--- src/rtl/score_bcd_sequencer.sv ---
// -----------------------------------------------------------------------------
// score_bcd_sequencer
//
// Purpose:
//   Converts the binary game score to three BCD digits once per frame. The
//   conversion runs as a sequential double-dabble, one shift per clock. The
//   finished digits and their sprite-strip x offsets are then published as
//   registered values, so the renderer never sees a digit change mid-frame.
//
// Ports:
//   clk            in   system/pixel clock (only clock)
//   resetn         in   asynchronous active-low reset, released synchronously
//   score          in   [SCORE_WIDTH-1:0] unsigned binary score; may change on any cycle
//   frame_start    in   one-cycle pulse at the start of vertical blanking
//   busy           out  a conversion is in progress
//   digits_valid   out  one-cycle strobe when new digits are published
//   saturated      out  the last published score was clamped to MAX_SCORE
//   hundreds/tens/ones              out [3:0] published BCD digits
//   off_hundreds/off_tens/off_ones  out [9:0] NUM_WIDTH*digit, registered
//   show_hundreds/show_tens         out digit-enable flags for the renderer
//
// Handshake:
//   frame_start is a fire-and-forget request. It is accepted only in IDLE.
//   A request that arrives while busy is dropped and is not queued.
//   digits_valid is a strobe with no back-pressure. Every published output
//   holds its value until the next digits_valid strobe.
//
// Configuration macro: SCORE_ZERO_BLANK_EN
//   defined   -> leading zeros are blanked. show_hundreds and show_tens are
//                registered at LATCH and reset to 0.
//   undefined -> show_hundreds and show_tens are tied to 1.
//
// Debug: the FSM state is held in state_q (type state_e), so a checker can
//   bind to it hierarchically.
// -----------------------------------------------------------------------------
module score_bcd_sequencer #(
  parameter int SCORE_WIDTH = 32,
  parameter int NUM_WIDTH   = 34,
  parameter int MAX_SCORE   = 999
) (
  input  logic                   clk,
  input  logic                   resetn,
  input  logic [SCORE_WIDTH-1:0] score,
  input  logic                   frame_start,
  output logic                   busy,
  output logic                   digits_valid,
  output logic                   saturated,
  output logic [3:0]             hundreds,
  output logic [3:0]             tens,
  output logic [3:0]             ones,
  output logic [9:0]             off_hundreds,
  output logic [9:0]             off_tens,
  output logic [9:0]             off_ones,
  output logic                   show_hundreds,
  output logic                   show_tens
);

  typedef enum logic [1:0] {
    IDLE  = 2'd0,
    SHIFT = 2'd1,
    LATCH = 2'd2
  } state_e;

  localparam logic [SCORE_WIDTH-1:0] MAX_WIDE = SCORE_WIDTH'(MAX_SCORE);
  localparam logic [9:0]             MAX_10   = 10'(MAX_SCORE);
  localparam logic [9:0]             NUM_W10  = 10'(NUM_WIDTH);
  localparam logic [3:0]             LAST_CNT = 4'd9;

  state_e      state_q, state_d;
  logic [9:0]  bin_q, bin_d;
  logic [11:0] bcd_q, bcd_d;
  logic [3:0]  cnt_q, cnt_d;
  logic        sat_q, sat_d;

  logic [3:0]  hundreds_q, hundreds_d;
  logic [3:0]  tens_q, tens_d;
  logic [3:0]  ones_q, ones_d;
  logic [9:0]  off_h_q, off_h_d;
  logic [9:0]  off_t_q, off_t_d;
  logic [9:0]  off_o_q, off_o_d;
  logic        saturated_q, saturated_d;
  logic        digits_valid_q, digits_valid_d;
`ifdef SCORE_ZERO_BLANK_EN
  logic        show_h_q, show_h_d;
  logic        show_t_q, show_t_d;
`endif

  // The compare uses the full input width, so large scores clamp correctly.
  logic        score_over;
  logic [9:0]  score_sat;
  logic [11:0] bcd_adj;

  assign score_over = (score > MAX_WIDE);
  assign score_sat  = score_over ? MAX_10 : score[9:0];

  // Double-dabble correction: add 3 to any nibble >= 5 before the shift.
  always_comb begin
    bcd_adj = bcd_q;
    for (int i = 0; i < 3; i++) begin
      if (bcd_q[i*4 +: 4] >= 4'd5) begin
        bcd_adj[i*4 +: 4] = bcd_q[i*4 +: 4] + 4'd3;
      end
    end
  end

  always_comb begin
    state_d        = state_q;
    bin_d          = bin_q;
    bcd_d          = bcd_q;
    cnt_d          = cnt_q;
    sat_d          = sat_q;
    hundreds_d     = hundreds_q;
    tens_d         = tens_q;
    ones_d         = ones_q;
    off_h_d        = off_h_q;
    off_t_d        = off_t_q;
    off_o_d        = off_o_q;
    saturated_d    = saturated_q;
    digits_valid_d = 1'b0;
`ifdef SCORE_ZERO_BLANK_EN
    show_h_d       = show_h_q;
    show_t_d       = show_t_q;
`endif

    case (state_q)
      IDLE: begin
        if (frame_start) begin
          bin_d   = score_sat;
          bcd_d   = 12'd0;
          sat_d   = score_over;
          cnt_d   = 4'd0;
          state_d = SHIFT;
        end
      end
      SHIFT: begin
        {bcd_d, bin_d} = {bcd_adj[10:0], bin_q, 1'b0};
        cnt_d          = cnt_q + 4'd1;
        // cnt_q == 9 means this edge performs the tenth and final shift.
        if (cnt_q == LAST_CNT) begin
          state_d = LATCH;
        end
      end
      LATCH: begin
        hundreds_d     = bcd_q[11:8];
        tens_d         = bcd_q[7:4];
        ones_d         = bcd_q[3:0];
        off_h_d        = 10'(bcd_q[11:8]) * NUM_W10;
        off_t_d        = 10'(bcd_q[7:4])  * NUM_W10;
        off_o_d        = 10'(bcd_q[3:0])  * NUM_W10;
        saturated_d    = sat_q;
        digits_valid_d = 1'b1;
`ifdef SCORE_ZERO_BLANK_EN
        show_h_d       = (bcd_q[11:8] != 4'd0);
        show_t_d       = (bcd_q[11:8] != 4'd0) || (bcd_q[7:4] != 4'd0);
`endif
        state_d        = IDLE;
      end
      default: begin
        state_d = IDLE;
      end
    endcase
  end

  always_ff @(posedge clk or negedge resetn) begin
    if (!resetn) begin
      state_q        <= IDLE;
      bin_q          <= 10'd0;
      bcd_q          <= 12'd0;
      cnt_q          <= 4'd0;
      sat_q          <= 1'b0;
      hundreds_q     <= 4'd0;
      tens_q         <= 4'd0;
      ones_q         <= 4'd0;
      off_h_q        <= 10'd0;
      off_t_q        <= 10'd0;
      off_o_q        <= 10'd0;
      saturated_q    <= 1'b0;
      digits_valid_q <= 1'b0;
`ifdef SCORE_ZERO_BLANK_EN
      show_h_q       <= 1'b0;
      show_t_q       <= 1'b0;
`endif
    end else begin
      state_q        <= state_d;
      bin_q          <= bin_d;
      bcd_q          <= bcd_d;
      cnt_q          <= cnt_d;
      sat_q          <= sat_d;
      hundreds_q     <= hundreds_d;
      tens_q         <= tens_d;
      ones_q         <= ones_d;
      off_h_q        <= off_h_d;
      off_t_q        <= off_t_d;
      off_o_q        <= off_o_d;
      saturated_q    <= saturated_d;
      digits_valid_q <= digits_valid_d;
`ifdef SCORE_ZERO_BLANK_EN
      show_h_q       <= show_h_d;
      show_t_q       <= show_t_d;
`endif
    end
  end

  // busy covers SHIFT and LATCH: the 11 cycles that follow the accepting edge.
  assign busy         = (state_q != IDLE);
  assign digits_valid = digits_valid_q;
  assign saturated    = saturated_q;
  assign hundreds     = hundreds_q;
  assign tens         = tens_q;
  assign ones         = ones_q;
  assign off_hundreds = off_h_q;
  assign off_tens     = off_t_q;
  assign off_ones     = off_o_q;
`ifdef SCORE_ZERO_BLANK_EN
  assign show_hundreds = show_h_q;
  assign show_tens     = show_t_q;
`else
  assign show_hundreds = 1'b1;
  assign show_tens     = 1'b1;
`endif

endmodule

--- config.mk ---
export PLATFORM = sky130hd
export DESIGN_NAME = score_bcd_sequencer
export DESIGN_NICKNAME = d
export VERILOG_FILES = /design/src/rtl/score_bcd_sequencer.sv
export SDC_FILE = /design/constraint.sdc
export NUM_CORES = 1
export LEC_CHECK = 0
export BUFFER_PORTS_ARGS = -buffer_cell sky130_fd_sc_hd__buf_2
export CAP_MARGIN = 15
export CORE_MARGIN = 3
export CORE_UTILIZATION = 50
export CTS_BUF_LIST = sky130_fd_sc_hd__clkbuf_16
export DETAILED_ROUTE_END_ITERATION = 7
export MAX_ROUTING_LAYER = met4
export PLACE_DENSITY = 0.83
export SLEW_MARGIN = 15
export SYNTH_ARGS = -nofsm -noshare
export SYNTH_HDL_FRONTEND = slang
export SYNTH_SLANG_ARGS = --single-unit
--- constraint.sdc ---
create_clock -name clk -period 2.31 [get_ports clk]
set_input_delay 0.462 -clock clk [delete_from_list [all_inputs] [get_ports clk]]
set_output_delay 0.462 -clock clk [all_outputs]
set_load 0.005 [all_outputs]
Yosys cells after proc, flatten, opt, wreduce, memory -nomap -nowiden
Index checks and enable logic that the tools add are counted.

Register bits: 70. Input bits: 35. Output and inout bits: 47. Logic and storage cells: 49.

$add $sub $neg: 4. $mul: 3. $lt $le $gt $ge: 4. Eq/ne operators: 5. Multiplexer cells: 14. Reduce and logical (&&, ||, !) cells: 6.

Operators by type and width (count): 32-bit by 10-bit > comparator with 1-bit output, second input constant (1); 4-bit by 5-bit multiplier with 9-bit output, second input constant (3); 12-bit one-hot mux with 2 select lines (1); 10-bit 2-to-1 mux (2); 10-bit one-hot mux with 2 select lines (1); 4-bit by 3-bit greater-or-equal comparator with 1-bit output, second input constant (3); 12-bit 2-to-1 mux (1); 4-bit 2-to-1 mux (3); 4-bit by 2-bit adder with 4-bit output, second input constant (2); 4-bit one-hot mux with 2 select lines (1); 2-bit AND reduction (3); 4-bit by 1-bit adder with 4-bit output, second input constant (1); 4-bit == test, second input constant (1); 2-bit 2-to-1 mux (2); 2-bit inequality test, second input constant (2); 2-bit one-hot mux with 2 select lines (1); 2-bit nonzero test (2); 3-bit by 2-bit adder with 3-bit output, second input constant (1); 3-bit 2-to-1 mux (1); 2-bit by 1-bit == test with 1-bit output, second input constant (1); 2-bit == test, second input constant (1); 2-bit logical NOT (1); 1-bit 2-to-1 mux (1).

Longest topological paths before layout
Gate-level depths: netlist of the first run.

Depth in word-level cells: 4. Gate-level depth with buffers: 6. Mapped depth without buffers: 6.

Least setup slack after synthesis of the first run
OpenSTA, ideal clock, no wires.

Kind: register to register. Start point: reg bcd_q[4]. End point: reg bcd_q[6]. Library setup time: 83 ps. Arrival: 1432 ps. Required time: 2227 ps. Slack: 795 ps. Stages on the path, launching flop included: 7. Path buffers: 0. Clock period less this slack: 1515 ps. Cells stage by stage: dfrtp_1 inv_1 ha_1 nand2b_1 a21oi_1 mux2_2 o21ai_0.

Word-level cells in the longest chain between the ends: 3. Elaborated cells between the ends (all ways): 4. Classes of those cells: add/sub: 1; order compare: 1; mux: 2.

Ends and longest elaborated chain: start: declaration (RTL line 71) `logic [11:0] bcd_q, bcd_d;`; start signal: assignment (RTL line 168) `bcd_q <= 12'd0;`; start signal: assignment (RTL line 186) `bcd_q <= bcd_d;`; 4-bit by 2-bit adder with 4-bit output / 4-bit by 3-bit greater-or-equal comparator with 1-bit output (equally long branches) (RTL line 101, 100); 4-bit 2-to-1 mux (*) (RTL line 100) `if (bcd_q[i*4 +: 4] >= 4'd5) begin`; 12-bit one-hot mux with 2 select lines (*) (RTL line 125) `case (state_q)`.

Mark *: on every way between the ends. The rest lies on a longest branch, timed or not. A chain may end at the register's enable or synchronous reset.

Worst setup path after layout of the first run
Start point: reg state_q[1]. End point: reg bin_q[7].

Word-level cells in the longest chain between the ends: 3. Elaborated cells between the ends (all ways): 6. Classes of those cells: eq/ne: 2; mux: 1; reduce/logical: 3.

Ends and longest elaborated chain: start: declaration (RTL line 69) `state_e state_q, state_d;`; start signal: assignment (RTL line 184) `state_q <= state_d;`; 2-bit by 1-bit == test with 1-bit output / 2-bit logical NOT (equally long branches) (RTL line 125); 2-bit nonzero test (no line) / 2-bit inequality test (equally long branches); 2-bit AND reduction (no line); end signal: assignment (RTL line 185) `bin_q <= bin_d;`; end: declaration (RTL line 70) `logic [9:0] bin_q, bin_d;`.

Several ways; a longest one is shown, not always the timed one.

==> results.tsv, run 1 <==
stage	metric	value	unit
sta	fin_crit	1682	ps
clock_network	htreeDepth	2	
yosys	synth_edf_count	0	
die	io_pins	82	
yosys	avgSynthCellArea	10.44	sq um
die	die_w	72.85	um
route	wl	3931	um
route	drt-initial-drc-count	75	
clock_network	cts.path.max_buffers	2	
global_routing	grt_pass1_vias	1534	
worst_setup_path	cp_max_fo	12	
finish	diodes	0	
finish	drive_above_1_share	36.84	%
flow_run	max-cap-violations	0	
die	coreArea	4144	sq um
worst_setup_path	worstSetupEndpointType	register	
yosys	synthFlopType	dfrtp_1	
die	rows	23	
sta	setup_viol	0	
global_routing	track_usage	16.54	%
yosys	yosysMostFrequentCell	dfrtp_1	
clock_network	tritoncts	done	
route	firstDrtPassIters	3	
sta	finClkSkew	3.555	ps
global_routing	grt-ovfl-total	0	
placement	io_buffers	73	
worst_setup_path	critPathKind	register to register	
clock_network	cts_hold_buf	0	
worst_setup_path	reg2reg_depth	4	
power_and_ir_drop	power.leakage	1.385	nW
worst_setup_path	cp_top_family	simple AND/OR/NAND/NOR gates	
power_and_ir_drop	p_per_area	1234	nW/um^2
yosys	ys_seq_elements	43	
route	viasPerCell	5.082	
worst_setup_path	crit_slowest_cell	nand2b_1	
yosys	synth_top_area_share	48.15	%
finish	area_growth	15.40	%
worst_setup_path	cp_num_cells	4	
yosys	ys_warn_count	0	
worst_setup_path	start_kind	register	
worst_setup_path	crit_path_cell_trace	nand2b_1 -> nand2_1 -> nor3_4 -> a21oi_1	
yosys	yosysUniqueCellTypes	33	
clock_network	cts_sinks	43	
worst_setup_path	path_buf_inv	0	
clock_network	path_clk_slew	60	ps
yosys	yosysSeqAreaShare	48.15	%
sta	relSlewSlack	52.70	%
finish	fin_nets	308	
route	wl_per_cell	12.44	um
sta	fmax	594.6	MHz
sta	worst_pin_slew	709.5	ps
finish	utilization	62.23	%
yosys	netlist_top_cells_count	dfrtp_1, buf_4, o21ai_0	
yosys	ys_async_sr_fraction	100.0	%
yosys	syn_area	2235	sq um
route	drc	0	
clock_network	cts_made_buffers	5	
sta	finalHoldViolCount	0	
global_routing	grt_pass1_wl	6561	um
status	status	finished, final reports clean	
sta	slew_viol_final	0	
global_routing	grt_max_degree	27	
placement	gp_congestion	0.8124	
yosys	synth_area_leader_cell	dfrtp_1	
worst_setup_path	crit_required	2460	ps
route	ant_nets	0	
sta	tns	0	ps
yosys	netlist_top_cells_area	dfrtp_1, buf_4, mux2_2	
placement	place_hpwl	2958	um
die	design.die.area	5307	sq um
sta	period_share	72.80	%
worst_setup_path	arrival	1830	ps
clock_network	cts_root_buf	clkbuf_16	
worst_setup_path	cpPeakStageDelay	420	ps
yosys	syn_inst	214	
die	fp.dieH	72.85	um
sta	rsz0062_at_grt	false	
finish	nFillCells	352	
clock_network	cts_setup_buffers	0	
die	start_util	53.93	%
hold_path	min_path_type	primary input to async pin	
clock_network	clk_latency	280	ps
route	vias	1606	
power_and_ir_drop	vdd_drop_max	0.4451	mV
global_routing	antenna_found_initial	0	
clock_network	cts.repair.resized	0	
==> metal layers <==
| metal | share of wire [%] | track usage (%) |
|---|---|---|
| met5 | 0 | - |
| met4 | 1.6 | 6.148 |
| met3 | 8.6 | 4.545 |
| met2 | 49 | 28.86 |
| met1 | 41 | 17.87 |
==> path summary, 6_finish.rpt <==
check / startpoint / endpoint / slack [ps]
worst min register to register: bin_q[9]$_DFFE_PN0P_ / bcd_q[0]$_DFFE_PN0P_ / 500
max in group asynchronous: resetn / state_q[0]$_DFFE_PN0P_ / 1560
worst min-delay path: resetn / off_ones[8]$_DFFE_PN0P_ / 100
min in group clk: score[4] / bin_q[4]$_DFFE_PN0P_ / 390
worst max register to register: state_q[1]$_DFFE_PN0P_ / bin_q[7]$_DFFE_PN0P_ / 630
worst max-delay path: state_q[1]$_DFFE_PN0P_ / bin_q[7]$_DFFE_PN0P_ / 630
==> cells by family after synthesis <==
logic type,Yosys count,share of synthesized area (%)
AO/OA/AOI/OAI,54,15.23
buffers and inverters,54,14.78
flip-flops,43,48.15
AND/OR/NAND/NOR,37,9.687
multiplexers,10,4.983
adder cells (fa/ha/maj),8,4.479
XOR/XNOR,6,2.352
other,2,0.3361
==> registers in the layout (all words and copies together) (netlist names) <==
register / flops
off_ones: 1
bcd_q: 12
tens: 3
state_q: 2
bin_q: 10
off_hundreds: 1
cnt_q: 4
hundreds: 3
ones: 3
digits_valid: 1
off_tens: 1
saturated: 1
sat_q: 1
==> area by class of cell <==
cell class	instances	area, sq um	area share, %
clock buffers	5	125.1	4.852
clock inverters	3	12.51	0.4852
inverters	15	56.30	2.183
multi-input cells	123	850.8	32.99
flip-flops and latches	43	1076	41.73
well taps	50	62.56	2.426
repair buffers	77	395.4	15.33
==> placed cells by master (no fill, tap or decap), types with 2 or more instances in the layout <==
cell type | Yosys | routed
ha_1 | 8 | 8
xor2_1 | 3 | 3
buf_4 | 33 | 4
nand2_1 | 15 | 15
inv_1 | 15 | 17
clkbuf_16 | 0 | 5
o32ai_1 | 2 | 2
nand2b_1 | 5 | 5
nand3_1 | 2 | 2
a22o_1 | 3 | 3
xnor2_1 | 3 | 3
o21ai_0 | 16 | 16
a21oi_1 | 11 | 11
a32o_1 | 3 | 3
nor2_1 | 3 | 3
nor3_1 | 2 | 2
mux2_2 | 9 | 9
a21o_1 | 2 | 2
dfrtp_1 | 43 | 43
nor4_2 | 4 | 4
buf_2 | 3 | 73
o31ai_1 | 3 | 3
nand4_1 | 2 | 2
o22ai_1 | 11 | 11
conb_1 | 2 | 8
==> per-stage QoR <==
| stage | hold slack (ps) | cells | setup slack (ps) | cell area (sq um) | power, mW |
|---|---|---|---|---|---|
| 4_1_cts | 108.3 | 316 | 603.0 | 2579 | 3.232 |
| 6_report | 98.60 | 316 | 628.3 | 2579 | 3.182 |
| 3_3_place_gp | 403.3 | 308 | 597.9 | 2441 | 2.509 |
| 5_1_grt | 127.3 | 316 | 467.5 | 2579 | 3.459 |
| 3_5_place_dp | 409.0 | 308 | 545.8 | 2441 | 2.564 |
| 2_1_floorplan | 166.4 | 220 | 795.0 | 2257 | 2.312 |
==> report_power, final <==
| group | leakage, nW | internal [mW] | switching, mW |
|---|---|---|---|
| clock network | 0.0762 | 0.390 | 0.259 |
| logic | 0.765 | 0.641 | 0.611 |
| registers | 0.544 | 1.06 | 0.218 |
(Power assumes the default switching activity.)
==> run 2: changes to the inputs <==
--- a/config.mk
+++ b/config.mk
@@ -5,14 +5,15 @@
 export SDC_FILE = /design/constraint.sdc
 export NUM_CORES = 1
 export LEC_CHECK = 0
+export ABC_AREA = 1
 export BUFFER_PORTS_ARGS = -buffer_cell sky130_fd_sc_hd__buf_2
 export CAP_MARGIN = 15
 export CORE_MARGIN = 3
-export CORE_UTILIZATION = 50
+export CORE_UTILIZATION = 46
 export CTS_BUF_LIST = sky130_fd_sc_hd__clkbuf_16
 export DETAILED_ROUTE_END_ITERATION = 7
 export MAX_ROUTING_LAYER = met4
-export PLACE_DENSITY = 0.83
+export PLACE_DENSITY = 0.79
 export SLEW_MARGIN = 15
 export SYNTH_ARGS = -nofsm -noshare
 export SYNTH_HDL_FRONTEND = slang
==> constraint.sdc (replaced) <==
create_clock -name clk -period 1.4 [get_ports clk]
set_input_delay 0.28 -clock clk [delete_from_list [all_inputs] [get_ports clk]]
set_output_delay 0.28 -clock clk [all_outputs]
set_load 0.005 [all_outputs]
==> results.tsv, run 2 <==
stage	metric	value	unit
hold_path	min_path_type	primary input to register	
worst_setup_path	cp_max_fo	4	
die	coreArea	4942	sq um
power_and_ir_drop	switching_share	38.62	%
yosys	yosysUniqueCellTypes	32	
finish	area_growth	21.28	%
finish	layout_common_cells	nand2_1, buf_2, nor2_1	
die	start_util	49.72	%
yosys	yosysMostFrequentCell	nand2_1	
placement	io_buffers	73	
power_and_ir_drop	netSwitchingPower	2.571	mW
route	drc	0	
finish	utilization	60.30	%
power_and_ir_drop	p_per_area	2234	nW/um^2
worst_setup_path	start_kind	register	
global_routing	grt_max_degree	44	
placement	dpl_worst_slack	33.37	ps
sta	slew_viol_final	0	
placement	gp_congestion	0.7917	
finish	final_common_cell	nand2_1	
finish	regMostFlops	bcd_q	
route	drt-initial-drc-count	66	
die	fp.dieH	79.09	um
finish	nFillCells	458	
yosys	synthFlopType	dfrtp_1	
power_and_ir_drop	vdd_drop_max	0.8702	mV
yosys	ys_warn_count	0	
yosys	synth_top_area_share	43.79	%
yosys	synth_area_leader_cell	dfrtp_1	
route	wl_per_cell	11.27	um
yosys	synth_edf_count	0	
finish	multi_input_area	1037	sq um
global_routing	grt_pass1_wl	8107	um
yosys	syn_area	2457	sq um
sta	finalHoldViolCount	0	
yosys	yosysSeqAreaShare	43.79	%
worst_setup_path	crit_required	1570	ps
finish	largest_reg_flops	12	
yosys	syn_inst	306	
sta	finClkSkew	3.593	ps
finish	diodes	0	
yosys	ys_seq_elements	43	
die	die_w	79.09	um
clock_network	tritoncts	done	
clock_network	clk_latency	280	ps
yosys	netlist_top_cells_count	nand2_1, nor2_1, dfrtp_1	
yosys	ys_async_sr_fraction	100.0	%
route	vias	2040	
power_and_ir_drop	p_int	4.086	mW
sta	period_share	96.08	%
clock_network	path_clk_slew	60	ps
sta	fin_ws	54.84	ps
clock_network	cts.path.max_buffers	2	
route	viasPerCell	4.679	
power_and_ir_drop	pwr-share-seq	32.6	%
global_routing	antenna_found_initial	0	
route	ant_nets	0	
yosys	netlist_top_cells_area	dfrtp_1, nand2_1, buf_4	
flow_run	max-cap-violations	0	
finish	reg.largest.list	bcd_q: 12 flops, bin_q: 10 flops, cnt_q: 4 flops	
sta	setup_viol	0	
status	status	finished, final reports clean	
die	design.die.area	6255	sq um
worst_setup_path	arrival	1520	ps
finish	fin_nets	411	
placement	place_hpwl	3512	um
yosys	avgSynthCellArea	8.031	sq um
worst_setup_path	worstSetupEndpointType	register	
global_routing	grt-ovfl-total	0	
power_and_ir_drop	p_clk_share	22.2	%
global_routing	grt_pass1_vias	1886	
clock_network	htreeDepth	2	
clock_network	cts_sinks	43	
worst_setup_path	critPathKind	register to register	
finish	seq_area	1076	sq um
global_routing	track_usage	16.73	%
clock_network	cts_root_buf	clkbuf_16	
power_and_ir_drop	comb_power_share	45.1	%
power_and_ir_drop	power.leakage	1.589	nW
sta	fmax	743.4	MHz
sta	fin_crit	1345	ps
die	io_pins	82	
clock_network	cts_made_buffers	5	
finish	drive_above_1_share	33.06	%
route	wl	4914	um
route	firstDrtPassIters	4	
die	rows	25	
==> run 2: cell count changes in the layout (fill, tap and decap cells not counted), moves of 4 or more <==
cell / previous run / this run
o21ai_1: 0 / 4
nor2_1: 3 / 44
nor2_2: 0 / 6
o22ai_1: 11 / 1
nand2_1: 15 / 86
mux2_2: 9 / 0
a21oi_1: 11 / 2
nand2b_1: 5 / 0
buf_4: 4 / 11
o21ai_2: 0 / 5
inv_2: 0 / 6
nor4_2: 4 / 0
nand3_1: 2 / 6
==> run 2: cell type report <==
type / count / share of cell area, %
Sequential cell: 43 / 36.10
Multi-Input combinational cell: 206 / 34.80
Timing Repair Buffer: 86 / 16.04
Clock buffer: 5 / 4.198
Inverter: 24 / 3.400
Tap cell: 67 / 2.813
Clock inverter: 3 / 2.141
Timing Repair inverter: 2 / 0.5038
==> run 2: power by group through the flow <==
stage | Sequential [mW] | Clock, mW | Combinational [mW]
after floorplan | 2.12 | 0 | 2.32
after global placement | 2.14 | 0 | 2.72
after detailed placement | 2.18 | 0 | 2.83
after CTS | 2.16 | 1.50 | 2.88
after global routing | 2.25 | 1.56 | 3.45
final | 2.17 | 1.48 | 3.00
==> run 2: stage by stage <==
step | area, sq um | TNS (ps) | hold slack [ps] | power [mW] | cells
2_1_floorplan | 2480 | 0 | -15.59 | 4.445 | 312
3_3_place_gp | 2710 | 0 | 272.6 | 4.865 | 421
3_5_place_dp | 2710 | 0 | 272.7 | 5.017 | 421
4_1_cts | 2909 | 0 | 235.7 | 6.544 | 430
5_1_grt | 2980 | -8.300 | 265.0 | 7.257 | 436
6_report | 2980 | 0 | 236.7 | 6.658 | 436
==> run 2: cells by family (layout without fill, tap and decap cells) <==
family	count (synthesis)	in the layout	synth area share, %
xor gates and xnor gates	2	2	0.7130
DFF	43	43	43.79
adders and majority gates	8	8	4.073
AOI/OAI and AO/OA	37	37	9.623
buffers and inverters	63	120	15.83
and+or+nand+nor	150	150	25.26
muxes	1	1	0.4073
other	2	8	0.3056
==> run 2: what timing repair did <==
action / CTS / global route
resized for setup: 0 / 15
buffers inserted: 0 / 4
hold buffers: 1 / 0
hold endpoints to repair: 43 / 0
endpoints found under the setup margin: 0 / 22
==> run 2: per-layer routing <==
layer	GRT usage [%]	part of all wire (%)	up-vias
li1	-	-	1042
met1	19.47	42	916
met2	28.28	50	76
met3	3.741	7.0	6
met4	6.357	1.3	0
met5	-	0	-
==> run 2: final timing paths <==
kind / start / end / slack [ps] / cells past startpoint
max in group asynchronous: resetn / bcd_q[1]$_DFFE_PN0P_ / 700 / 3
hold reg to reg: cnt_q[3]$_DFFE_PN0P_ / cnt_q[3]$_DFFE_PN0P_ / 480 / 1
min in group asynchronous: resetn / saturated$_DFFE_PN0P_ / 500 / 3
setup reg to reg: bcd_q[4]$_DFFE_PN0P_ / bcd_q[5]$_DFFE_PN0P_ / 50 / 8
hold / removal: score[3] / bin_q[3]$_DFFE_PN0P_ / 240 / 3
setup / recovery: bcd_q[4]$_DFFE_PN0P_ / bcd_q[5]$_DFFE_PN0P_ / 50 / 8
==> run 2: critical path, cell delays in order, from the launching register on <==
cell	delay [ps]
dfrtp_1	380
inv_1	90
ha_1	240
nor2_2	150
nor2_2	70
inv_1	90
nand2_1	60
nand3_1	90
o21ai_2	60
==> run 3: changes to the inputs <==
--- a/config.mk
+++ b/config.mk
@@ -13,7 +13,7 @@
 export CTS_BUF_LIST = sky130_fd_sc_hd__clkbuf_16
 export DETAILED_ROUTE_END_ITERATION = 7
 export MAX_ROUTING_LAYER = met4
-export PLACE_DENSITY = 0.79
+export PLACE_DENSITY = 0.86
 export SLEW_MARGIN = 15
 export SYNTH_ARGS = -nofsm -noshare
 export SYNTH_HDL_FRONTEND = slang
==> results.tsv, run 3 (same netlist as run 2, synthesis figures left out) <==
stage	metric	value	unit
worst_setup_path	cp_num_cells	8	
worst_setup_path	cpPeakStageDelay	400	ps
power_and_ir_drop	p_per_area	2131	nW/um^2
global_routing	grtUsageMet3	2.721	%
worst_setup_path	reg2reg_depth	8	
route	viasPerCell	4.764	
clock_network	cts_sinks	43	
status	status	finished, final reports clean	
route	ant_nets	0	
sta	finalHoldViolCount	0	
worst_setup_path	path_buf_inv	3	
worst_setup_path	critPathKind	register to register	
worst_setup_path	arrival	1530	ps
global_routing	grt_util_met2	25.42	%
global_routing	antenna_found_initial	0	
global_routing	grt_max_degree	28	
worst_setup_path	crit_slowest_cell	dfrtp_1	
route	drc	0	
global_routing	use_met1	19.47	%
finish	final_common_cell	nand2_1	
worst_setup_path	crit_path_cell_trace	inv_2 -> nand3_4 -> inv_8 -> nor2_8 -> buf_4 -> nor2_1 -> nand2_1 -> nand2_1	
clock_network	cts.path.max_buffers	2	
global_routing	grt-ovfl-total	0	
die	coreArea	4942	sq um
route	wl	4691	um
global_routing	track_usage	15.78	%
sta	period_share	97.76	%
finish	diodes	0	
clock_network	cts_made_buffers	5	
hold_path	holdPathStages	3	
worst_setup_path	cp_max_fo	15	
route	firstDrtPassIters	4	
route	wl_per_cell	10.86	um
placement	dpl_worst_slack	-2.197	ps
die	fp.dieH	79.09	um
global_routing	grt_pass1_wl	7603	um
sta	fmax	730.6	MHz
worst_setup_path	cp_top_family	simple AND/OR/NAND/NOR gates	
finish	utilization	58.71	%
die	rows	25	
worst_setup_path	start_kind	register	
route	vias	2058	
clock_network	htreeDepth	2	
sta	rsz0062_at_grt	true	
worst_setup_path	crit_required	1570	ps
finish	largest_reg_flops	12	
clock_network	tritoncts	done	
finish	regMostFlops	bcd_q	
finish	reg.largest.list	bcd_q: 12 flops, bin_q: 10 flops, cnt_q: 4 flops	
finish	layout_common_cells	nand2_1, buf_2, nor2_1	
finish	drive_above_1_share	31.51	%
clock_network	clk_latency	280	ps
global_routing	busiest_layer	met2	
global_routing	grt_pass1_vias	1788	
power_and_ir_drop	power.leakage	1.554	nW
finish	fin_nets	407	
placement	gp_congestion	0.8100	
die	die_w	79.09	um
sta	setup_viol	0	
worst_setup_path	crit_top_cell	nand2_1	
flow_run	max-cap-violations	0	
sta	fin_crit	1369	ps
finish	area_growth	18.08	%
sta	fin_ws	31.32	ps
die	start_util	49.72	%
power_and_ir_drop	vdd_drop_max	0.9444	mV
hold_path	min_path_type	primary input to register	
clock_network	cts_root_buf	clkbuf_16	
sta	slew_viol_final	0	
placement	place_hpwl	3495	um
clock_network	path_clk_slew	60	ps
placement	io_buffers	73	
die	design.die.area	6255	sq um
die	io_pins	82	
route	drt-initial-drc-count	113	
worst_setup_path	worstSetupEndpointType	register	
sta	finClkSkew	3.063	ps
[run 3: area by class of cell]
| cell class | count | area, sq um |
|---|---|---|
| Inverter | 24 | 103.9 |
| Timing Repair Buffer | 82 | 447.9 |
| Tap cell | 67 | 83.83 |
| Clock buffer | 5 | 125.1 |
| Timing Repair inverter | 2 | 15.01 |
| Fill cell | 442 | 2041 |
| Sequential cell | 43 | 1076 |
| Multi-Input combinational cell | 206 | 1037 |
| Clock inverter | 3 | 12.51 |
[run 3: where the power goes]
group          internal [mW]  switching, mW
Clock                  0.644          0.443
Combinational           1.23           1.70
Sequential              1.79          0.370
Total                   3.67           2.52
[run 3: path summary, 6_finish.rpt]
path | from | endpoint | slack [ps]
worst max-delay path | state_q[1]$_DFFE_PN0P_ | bin_q[8]$_DFFE_PN0P_ | 30
worst min-delay path | score[3] | bin_q[3]$_DFFE_PN0P_ | 230
max in group asynchronous | resetn | bin_q[5]$_DFFE_PN0P_ | 470
min in group asynchronous | resetn | tens[1]$_DFFE_PN0P_ | 460
worst max register to register | state_q[1]$_DFFE_PN0P_ | bin_q[8]$_DFFE_PN0P_ | 30
worst min register to register | bin_q[7]$_DFFE_PN0P_ | bin_q[7]$_DFFE_PN0P_ | 480
[run 3: per-layer routing]
layer,vias up,part of all wire (%)
met1,919,42
met3,7,8.8
met2,99,47
li1,1033,-
met5,-,0
met4,0,1.9
[run 3: timing repair]
action	in CTS	in global routing
endpoints found under the setup margin	0	22
buffers inserted	0	3
resized for setup	0	16
hold buffers	1	0
hold endpoints to repair	16	0
[run 3: tightest hold or removal path: stages]
cell     delay [ps]
buf_2            90
nand3_1          60
nand2_1          50
[run 3: stage by stage]
step | total power [mW] | hold slack [ps] | TNS (ps) | std cells | cell area, sq um
after global placement | 4.825 | 225.8 | 0 | 418 | 2688
final | 6.184 | 230.8 | 0 | 432 | 2902
after detailed placement | 4.979 | 229.6 | -2.197 | 418 | 2688
after global routing | 6.749 | 270.5 | -196.4 | 432 | 2902
after floorplan | 4.445 | -15.59 | 0 | 312 | 2480
after CTS | 6.076 | 231.3 | 0 | 427 | 2835
